File: src/rtl/ctrl_pkg.sv
// Shared control-unit constants: next-address modes, condition selects and
// the fixed control-state numbers used by the sequencer, state encoder and ROM.
package ctrl_pkg;

    localparam int STATE_W     = 7;
    localparam int RESET_STATE = 0;
    localparam int FETCH_STATE = 1;
    localparam int ERROR_STATE = 127;

    // Next-address mode carried in the microinstruction N_Sel field.
    // Codes 3'b110 and 3'b111 are reserved and trap as illegal.
    typedef enum logic [2:0] {
        NS_INC  = 3'b000,
        NS_DISP = 3'b001,
        NS_JMP  = 3'b010,
        NS_BR   = 3'b011,
        NS_WAIT = 3'b100,
        NS_RET  = 3'b101
    } nsel_e;

    // Branch condition source carried in the Cond_Sel field.
    typedef enum logic [1:0] {
        CS_TRUE = 2'b00,
        CS_ZERO = 2'b01,
        CS_NEG  = 2'b10,
        CS_MOC  = 2'b11
    } csel_e;

    // Wait-counter width: enough bits to hold MOC_TIMEOUT, never below one.
    function automatic int moc_cnt_width(input int timeout);
        int w;
        w = $clog2(timeout + 1);
        return (w < 1) ? 1 : w;
    endfunction

endpackage

File: src/rtl/microsequencer_moc_watchdog.sv
// MOC wait watchdog: counts consecutive wait cycles without memory-complete,
// flags the cycle in which the wait would time out, and keeps a sticky
// bus-error flag that only reset clears.
module moc_watchdog
    import ctrl_pkg::*;
#(
    parameter int MOC_TIMEOUT = 255
) (
    input  logic clk,
    input  logic rst_n,
    input  logic stall,
    input  logic wait_mode,
    input  logic moc,
    output logic timeout,
    output logic bus_error
);

    localparam int CNT_W = moc_cnt_width(MOC_TIMEOUT);
    localparam logic [CNT_W-1:0] CNT_MAX  = {CNT_W{1'b1}};
    localparam logic [CNT_W-1:0] CNT_LAST = CNT_W'(MOC_TIMEOUT - 1);
    localparam bit               WDOG_EN  = (MOC_TIMEOUT != 0);

    logic [CNT_W-1:0] cnt_q, cnt_d;
    logic             bus_error_q, bus_error_d;

    // Timeout fires on the last allowed MOC-low wait cycle; a late MOC wins.
    always_comb begin
        timeout = 1'b0;
        if (WDOG_EN && wait_mode && !moc && !stall && !bus_error_q &&
            (cnt_q == CNT_LAST)) begin
            timeout = 1'b1;
        end
    end

    // Counter and sticky error next-state; frozen by stall or a latched error.
    always_comb begin
        cnt_d       = cnt_q;
        bus_error_d = bus_error_q;
        if (!bus_error_q && !stall) begin
            if (!wait_mode || moc) begin
                cnt_d = '0;
            end else if (cnt_q != CNT_MAX) begin
                cnt_d = cnt_q + CNT_W'(1);
            end
            if (timeout) begin
                bus_error_d = 1'b1;
            end
        end
    end

    // Watchdog registers.
    always_ff @(posedge clk or negedge rst_n) begin
        if (!rst_n) begin
            cnt_q       <= '0;
            bus_error_q <= 1'b0;
        end else begin
            cnt_q       <= cnt_d;
            bus_error_q <= bus_error_d;
        end
    end

    assign bus_error = bus_error_q;

endmodule

File: src/rtl/microsequencer.sv
// Microprogram sequencer: holds the control state (the control ROM address)
// and selects the next state from increment, opcode dispatch, literal jump,
// conditional branch, MOC wait or return-to-fetch.
module microsequencer
    import ctrl_pkg::*;
#(
    parameter int STATE_W     = ctrl_pkg::STATE_W,
    parameter int RESET_STATE = ctrl_pkg::RESET_STATE,
    parameter int FETCH_STATE = ctrl_pkg::FETCH_STATE,
    parameter int ERROR_STATE = ctrl_pkg::ERROR_STATE,
    parameter int MOC_TIMEOUT = 255
) (
    input  logic               Clk,
    input  logic               Reset_n,
    input  logic               Stall,
    input  logic [STATE_W-1:0] State_Sel,
    input  logic [2:0]         N_Sel,
    input  logic [STATE_W-1:0] Cr_Addr,
    input  logic [1:0]         Cond_Sel,
    input  logic               Cond_Inv,
    input  logic               Zero,
    input  logic               Neg,
    input  logic               MOC,
    output logic [STATE_W-1:0] Current_State,
    output logic               Illegal_Op,
    output logic               Instr_Done,
    output logic               Bus_Error
);

    logic [STATE_W-1:0] state_q, state_d;
    logic               illegal_q, illegal_d;
    logic               done_q, done_d;
    logic [STATE_W-1:0] state_inc;
    logic               cond;
    logic               wait_mode;
    logic               timeout;
    logic               bus_error;

    assign state_inc = state_q + STATE_W'(1);
    assign wait_mode = (N_Sel == NS_WAIT);

    moc_watchdog #(
        .MOC_TIMEOUT (MOC_TIMEOUT)
    ) u_watchdog (
        .clk       (Clk),
        .rst_n     (Reset_n),
        .stall     (Stall),
        .wait_mode (wait_mode),
        .moc       (MOC),
        .timeout   (timeout),
        .bus_error (bus_error)
    );

    // Branch condition: selected flag, optionally inverted.
    always_comb begin
        cond = 1'b1;
        case (Cond_Sel)
            CS_TRUE: cond = 1'b1;
            CS_ZERO: cond = Zero;
            CS_NEG:  cond = Neg;
            CS_MOC:  cond = MOC;
            default: cond = 1'b1;
        endcase
        cond = cond ^ Cond_Inv;
    end

    // Next-state mux; a latched bus error or a stall overrides the mode field.
    always_comb begin
        state_d   = state_q;
        illegal_d = 1'b0;
        done_d    = 1'b0;
        if (bus_error) begin
            state_d = STATE_W'(ERROR_STATE);
        end else if (!Stall) begin
            case (N_Sel)
                NS_INC:  state_d = state_inc;
                NS_DISP: begin
                    if (State_Sel != '0) begin
                        state_d = State_Sel;
                    end else begin
                        state_d   = STATE_W'(FETCH_STATE);
                        illegal_d = 1'b1;
                    end
                end
                NS_JMP:  state_d = Cr_Addr;
                NS_BR:   state_d = cond ? Cr_Addr : state_inc;
                NS_WAIT: begin
                    if (MOC) begin
                        state_d = state_inc;
                    end else if (timeout) begin
                        state_d = STATE_W'(ERROR_STATE);
                    end
                end
                NS_RET: begin
                    state_d = STATE_W'(FETCH_STATE);
                    done_d  = 1'b1;
                end
                default: begin
                    state_d   = STATE_W'(FETCH_STATE);
                    illegal_d = 1'b1;
                end
            endcase
        end
    end

    // State and pulse registers.
    always_ff @(posedge Clk or negedge Reset_n) begin
        if (!Reset_n) begin
            state_q   <= STATE_W'(RESET_STATE);
            illegal_q <= 1'b0;
            done_q    <= 1'b0;
        end else begin
            state_q   <= state_d;
            illegal_q <= illegal_d;
            done_q    <= done_d;
        end
    end

    assign Current_State = state_q;
    assign Illegal_Op    = illegal_q;
    assign Instr_Done    = done_q;
    assign Bus_Error     = bus_error;

endmodule

File: config.mk
export PLATFORM = sky130hd
export DESIGN_NAME = microsequencer
export DESIGN_NICKNAME = d
export VERILOG_FILES = /design/src/rtl/ctrl_pkg.sv /design/src/rtl/microsequencer_moc_watchdog.sv /design/src/rtl/microsequencer.sv
export SDC_FILE = /design/constraint.sdc
export NUM_CORES = 1
export LEC_CHECK = 0
export ABC_CLOCK_PERIOD_IN_PS = 2600
export CAP_MARGIN = 20
export CORE_UTILIZATION = 45
export DETAILED_ROUTE_END_ITERATION = 10
export HOLD_SLACK_MARGIN = 0.12
export PLACE_DENSITY_LB_ADDON = 0.1
export SLEW_MARGIN = 20
export SYNTH_ARGS = -nofsm -noshare
export SYNTH_HDL_FRONTEND = slang
export SYNTH_HIERARCHICAL = 1
export SYNTH_SLANG_ARGS = --single-unit
export TNS_END_PERCENT = 50
File: constraint.sdc
create_clock -name Clk -period 2.6 [get_ports Clk]
set_clock_uncertainty 0.15 [all_clocks]
set_input_delay 0.52 -clock Clk [delete_from_list [all_inputs] [get_ports Clk]]
set_output_delay 0.52 -clock Clk [all_outputs]
set_load 0.005 [all_outputs]
==> results.cfg, run 1 <==
[routing]
met2_length_mm = 1.95
wl_mm = 4.10
drt_first_pass_iters = 4
detail-route-antenna-nets = 0
avgRoutedWirePerCell_um = 15.5
wl_met3_um = 218
via_per_inst = 5.64
drc = 0
top_layer_used = met4
wl_met1_mm = 1.91
dr.first_iter.drc_count = 76
vias = 1488

[logic_synthesis]
synth_area_sq_um = 1440
syn_inst = 165
ys_types = 50
synthFlopType = dfrtp_1
yosysWarnings = 6
synth.area.top_cells = dfrtp_1 (31%), nand3_1 (4.9%), a21oi_1 (3.8%)
yosysSeqAreaShare_pct = 31.3
synth_top_area_share_pct = 31.3
synth-seq-cells = 18
syn_avg_cell_area_sq_um = 8.74
synth_top_cell_by_area = dfrtp_1
synth_edf_count = 0
syn-num-nets = 194
async_flop_share_pct = 100

[cells_and_area]
antenna_cells = 0
final_common_cell = clkdlybuf4s50_1
final_cell_mix = clkdlybuf4s50_1 (31), buf_4 (21), dfrtp_1 (18)
layout.nets = 250
area_growth_syn_to_layout_pct = 44.7
stdcell_count = 264
drive_gt1_share_pct = 21.4

[sta]
fin_crit_ns = 2.49
relSlewSlack_pct = 71.8
fmax_mhz = 401
worst_slew_pin_slew_ns = 0.423
hold_viol = 0
final.period_utilization_pct = 95.8
setup_violations = 0
drv_slew = 0

[die]
die_h_um = 58.6
placementRows = 20
start_util_pct = 47.2
num_io_pins = 36
die_area_sq_um = 3430
dieWidth_um = 58.6
core-area_sq_um = 3050

[placement]
post-dp-hpwl_mm = 3.07
placed_cells = 253
gp_congestion = 0.918
numPortBuffers = 35

[worst_setup_path]
worstPathCellList = clkdlybuf4s50_1 -> or4b_4 -> nor3_4 -> nor2_1 -> o31a_1 -> or2_4 -> o311ai_4
critPathMaxStageDelay_ns = 0.52
worstPathMaxFanout = 4
cp-start-kind = primary input
r2r_slack_ns = 0.35
worstSetupPathType = in2reg
r2r_end = Current_State[6]
crit_slowest_cell = or4b_4
arrival_ns = 2.55
r2r_cells = 6
r2r-start = u_watchdog/bus_error
worstPathRequired_ns = 2.66
endpoint_kind = flop

[pwr]
clkPwrFrac_pct = 22.6
powerDensity_nw_per_um2 = 373
swShare_pct = 31.0
power_uw = 779
combPwrFrac_pct = 35.0
vdd_drop_max_mv = 0.301
p_leak_nw = 0.851
internal_power_uw = 537
netSwitchingPower_uw = 241
seqPwrFrac_pct = 42.5

[clocking]
cts_made_buffers = 3
ctsHoldBuffers = 0
cts_tree = built
cts_root_buf = clkbuf_4
htree_levels = 1
clock_latency_ns = 0.30
path_clk_slew_ns = 0.11
clock-sinks = 18
cts.path.max_buffers = 2

[hold_path]
min_to = u_watchdog/cnt_q[6]
hold_start = u_watchdog/cnt_q[6]
holdPathStages = 1
hp-class = reg2reg

[global_route]
grt_pass1_vias = 1450
overflow = 0
grt_util_all_layers_pct = 26.6
grt_pass1_wl_mm = 6.86
grt_max_degree = 19
antenna_found_initial = 0

[run_status]
status = completed

[job]
max_cap_violations = 0
==> layout make-up <==
type / count / area [sq um]
repair buffers: 56 / 509
well taps: 44 / 55.1
fillers: 245 / 967
inverters: 6 / 22.5
clock buffers: 4 / 36.3
multi-input cells: 136 / 1010
flip-flops and latches: 18 / 450
==> metrics by stage <==
step / worst slack (ns) / setup TNS, ns / hold slack, ns / util [%] / area (sq um)
final: 0.109 / 0 / 0.381 / 68.3 / 2090
after global routing: -0.00717 / -0.00717 / 0.411 / 68.3 / 2090
after CTS: 0.0428 / 0 / 0.383 / 67.3 / 2050
after detailed placement: -0.504 / -3.01 / 0.368 / 63.0 / 1920
after global placement: -0.379 / -2.47 / 0.350 / 63.0 / 1920
after floorplan: 0.00808 / 0 / 0.0744 / - / 1460
==> synth_stat cells, types with 2 or more instances <==
| library cell | n |
|---|---|
| a211oi_1 | 3 |
| a21oi_1 | 11 |
| a221oi_1 | 2 |
| a31o_2 | 2 |
| a41oi_1 | 2 |
| and2_1 | 2 |
| and3_1 | 2 |
| buf_2 | 3 |
| clkbuf_8 | 2 |
| dfrtp_1 | 18 |
| ha_1 | 3 |
| inv_1 | 6 |
| mux2i_1 | 3 |
| nand2_1 | 11 |
| nand2b_1 | 3 |
| nand3_1 | 14 |
| nand3b_1 | 2 |
| nor2_1 | 12 |
| nor2b_1 | 4 |
| nor3_1 | 2 |
| nor3b_1 | 3 |
| nor4_1 | 3 |
| o211ai_1 | 3 |
| o21ai_0 | 9 |
| o21bai_1 | 2 |
| o2bb2ai_1 | 2 |
| o311ai_1 | 3 |
| o31ai_1 | 3 |
| or2_2 | 2 |
| or3_1 | 2 |
| xnor2_1 | 4 |
| xor2_1 | 4 |
==> logic make-up after synthesis <==
logic type	synth area share (%)
AND/OR/NAND/NOR	26.0
AO/OA/AOI/OAI	27.7
flip-flops	31.2
buffers and inverters	4.51
XOR/XNOR	4.86
multiplexers	3.04
adder cells (fa/ha/maj)	2.60
==> routing by layer <==
| metal | vias to the layer above | GRT usage [%] |
|---|---|---|
| met5 | - | 0 |
| met4 | 0 | 5.78 |
| met3 | 4 | 4.84 |
| met2 | 50 | 42.5 |
| met1 | 701 | 37.7 |
| li1 | 733 | - |
==> critical path, delay by kind of cell <==
kind,cells,cell delay (ns)
buf+inv,1,0.44
compound gates,2,0.50
simple gates,4,1.08
==> worst max path at each step <==
stage	from	end	slack, ns
2_1_floorplan	N_Sel[1]	Current_State[2]	0.008
3_3_place_gp	N_Sel[1]	Current_State[6]	-0.38
3_5_place_dp	N_Sel[1]	Current_State[6]	-0.50
4_1_cts	MOC	Current_State[2]	0.04
5_1_grt	N_Sel[1]	Current_State[6]	-0.007
6_report	MOC	Current_State[6]	0.11
==> registers in the layout, summed over array words and instances, names as in the netlist <==
register,cells
u_watchdog/bus_error,1
u_watchdog/cnt_q,8
Instr_Done,1
Current_State,7
Illegal_Op,1
==> timing repair <==
action	CTS	global route
setup endpoints to repair	7	5
gates resized for setup	10	5
buffers inserted	6	1
pin swaps	6	10
==> power by group through the flow <==
stage / combinational [mW] / clock, mW / sequential [mW]
CTS: 0.265 / 0.179 / 0.329
floorplan: 0.119 / 0 / 0.328
detailed placement: 0.246 / 0 / 0.333
global placement: 0.243 / 0 / 0.332
finish: 0.272 / 0.176 / 0.331
global route: 0.295 / 0.188 / 0.334
Note: power is estimated with default switching activity, not from simulation.
==> run 2, diff against run 1 <==
--- a/config.mk
+++ b/config.mk
@@ -10,7 +10,9 @@
 export CORE_UTILIZATION = 45
 export DETAILED_ROUTE_END_ITERATION = 10
 export HOLD_SLACK_MARGIN = 0.12
+export MAX_ROUTING_LAYER = met4
 export PLACE_DENSITY_LB_ADDON = 0.1
+export SETUP_SLACK_MARGIN = 0.4
 export SLEW_MARGIN = 20
 export SYNTH_ARGS = -nofsm -noshare
 export SYNTH_HDL_FRONTEND = slang
==> run 2 against run 1 <==
  * Count of clock-buffer cells in the layout unchanged
  * Sequential power about the same
  * Global-route usage increased by 0.81 points
  * Register-to-register slack improved by 0.02 ns
  * Critical endpoint is now Current_State[2]
  * Highest routed layer unchanged
==> results.cfg, run 2 (synthesis results as in run 1) <==
[sta]
setup_violations = 0
final.period_utilization_pct = 89.1
worst_slew_pin_slew_ns = 0.458
setup_ws_ns = 0.284
fin_crit_ns = 2.32
setup_tns_ns = 0
hold_viol = 0
drv_slew = 0
relSlewSlack_pct = 69.4
rsz0062_at_grt = true
fmax_mhz = 432
hold_slack_ns = 0.368

[pwr]
combPwrFrac_pct = 34.8
swShare_pct = 31.8
p_leak_nw = 0.821
netSwitchingPower_uw = 250
power_uw = 787
internal_power_uw = 537
powerDensity_nw_per_um2 = 383
vdd_drop_max_mv = 0.237
clkPwrFrac_pct = 23.1
seqPwrFrac_pct = 42.1

[routing]
detail-route-antenna-nets = 0
wl_mm = 4.09
drt_first_pass_iters = 6
dr.first_iter.drc_count = 103
drc = 0
avgRoutedWirePerCell_um = 15.8
vias = 1518
via_per_inst = 5.88

[worst_setup_path]
arrival_ns = 2.35
worstSetupPathType = in2reg
r2r-start = u_watchdog/bus_error
r2r_cells = 6
worstPathRequired_ns = 2.63
endpoint_kind = flop
r2r_slack_ns = 0.37
startpoint = N_Sel[2]
cp-start-kind = primary input
r2r_end = Current_State[2]
worstPathMaxFanout = 7

[clocking]
cts_tree = built
clock-sinks = 18
cts.path.max_buffers = 2
path_clk_slew_ns = 0.11
htree_levels = 1
cts_made_buffers = 3
clock_latency_ns = 0.30
ctsHoldBuffers = 0
cts_root_buf = clkbuf_4

[global_route]
overflow = 0
antenna_found_initial = 0
grt_pass1_vias = 1455
grt_util_all_layers_pct = 27.4
grt_max_degree = 15
grt_pass1_wl_mm = 6.90

[run_status]
status = completed

[die]
die_h_um = 58.6
core-area_sq_um = 3050
start_util_pct = 47.2
die_area_sq_um = 3430
dieWidth_um = 58.6
num_io_pins = 36
placementRows = 20

[cells_and_area]
antenna_cells = 0
final_cell_mix = clkdlybuf4s50_1 (30), dfrtp_1 (18), buf_4 (15)
area_growth_syn_to_layout_pct = 42.4
layout.nets = 244
regMostFlops = u_watchdog/cnt_q
drive_gt1_share_pct = 20.6
largest_register_ffs = 8
finalCoreUtilization_pct = 67.2
final_common_cell = clkdlybuf4s50_1
stdcell_count = 258
stdcell_area_sq_um = 2050

[placement]
placed_area_sq_um = 1960
post-dp-hpwl_mm = 3.18
gp_congestion = 0.896
dp_slack_ns = -0.413
numPortBuffers = 35
placed_cells = 252

[job]
max_cap_violations = 0

[hold_path]
hp-class = in2async
-- run 2: how the worst max path moves through the flow --
stage / cells after the start / slack, ns / end
6_report: 8 / 0.28 / Current_State[2]
5_1_grt: 9 / 0.21 / Current_State[6]
4_1_cts: 9 / 0.21 / Current_State[2]
3_5_place_dp: 9 / -0.41 / Current_State[6]
3_3_place_gp: 9 / -0.36 / Current_State[2]
2_1_floorplan: 8 / 0.12 / Current_State[2]
-- run 2: cell type report --
cell class | count | area [sq um]
Timing Repair Buffer | 50 | 463
Clock buffer | 4 | 36.3
Fill cell | 270 | 1000
Sequential cell | 18 | 450
Tap cell | 44 | 55.1
Multi-Input combinational cell | 136 | 1020
Inverter | 6 | 22.5
-- run 2: what timing repair did --
item | 4_1_cts | 5_1_grt
endpoints found under the setup margin | 12 | 7
resized for setup | 19 | 1
pin swaps | 8 | 6
setup buffers | 0 | 2
-- run 2: power groups by stage --
stage                     registers (mW)  clock network [mW]  logic (mW)
after floorplan                    0.330                   0       0.128
after global placement             0.334                   0       0.251
after detailed placement           0.335                   0       0.255
after CTS                          0.331               0.185       0.267
after global routing               0.335               0.196       0.295
final                              0.331               0.182       0.274
-- run 2: per-layer routing --
metal / vias up / wire [um] / track usage (%)
li1: 722 / - / -
met1: 737 / 1890 / 37.0
met2: 53 / 2010 / 44.8
met3: 6 / 162 / 3.96
met4: 0 / 32 / 4.08
met5: - / 0 / -
-- run 2: worst max-delay path, cell delays in order --
cell and delay, ns:
clkdlybuf4s15_1 0.19, and2_4 0.15, or4b_4 0.48, nor3_4 0.17, inv_1 0.08, a31o_4 0.29, a2111oi_4 0.33, o311ai_2 0.15
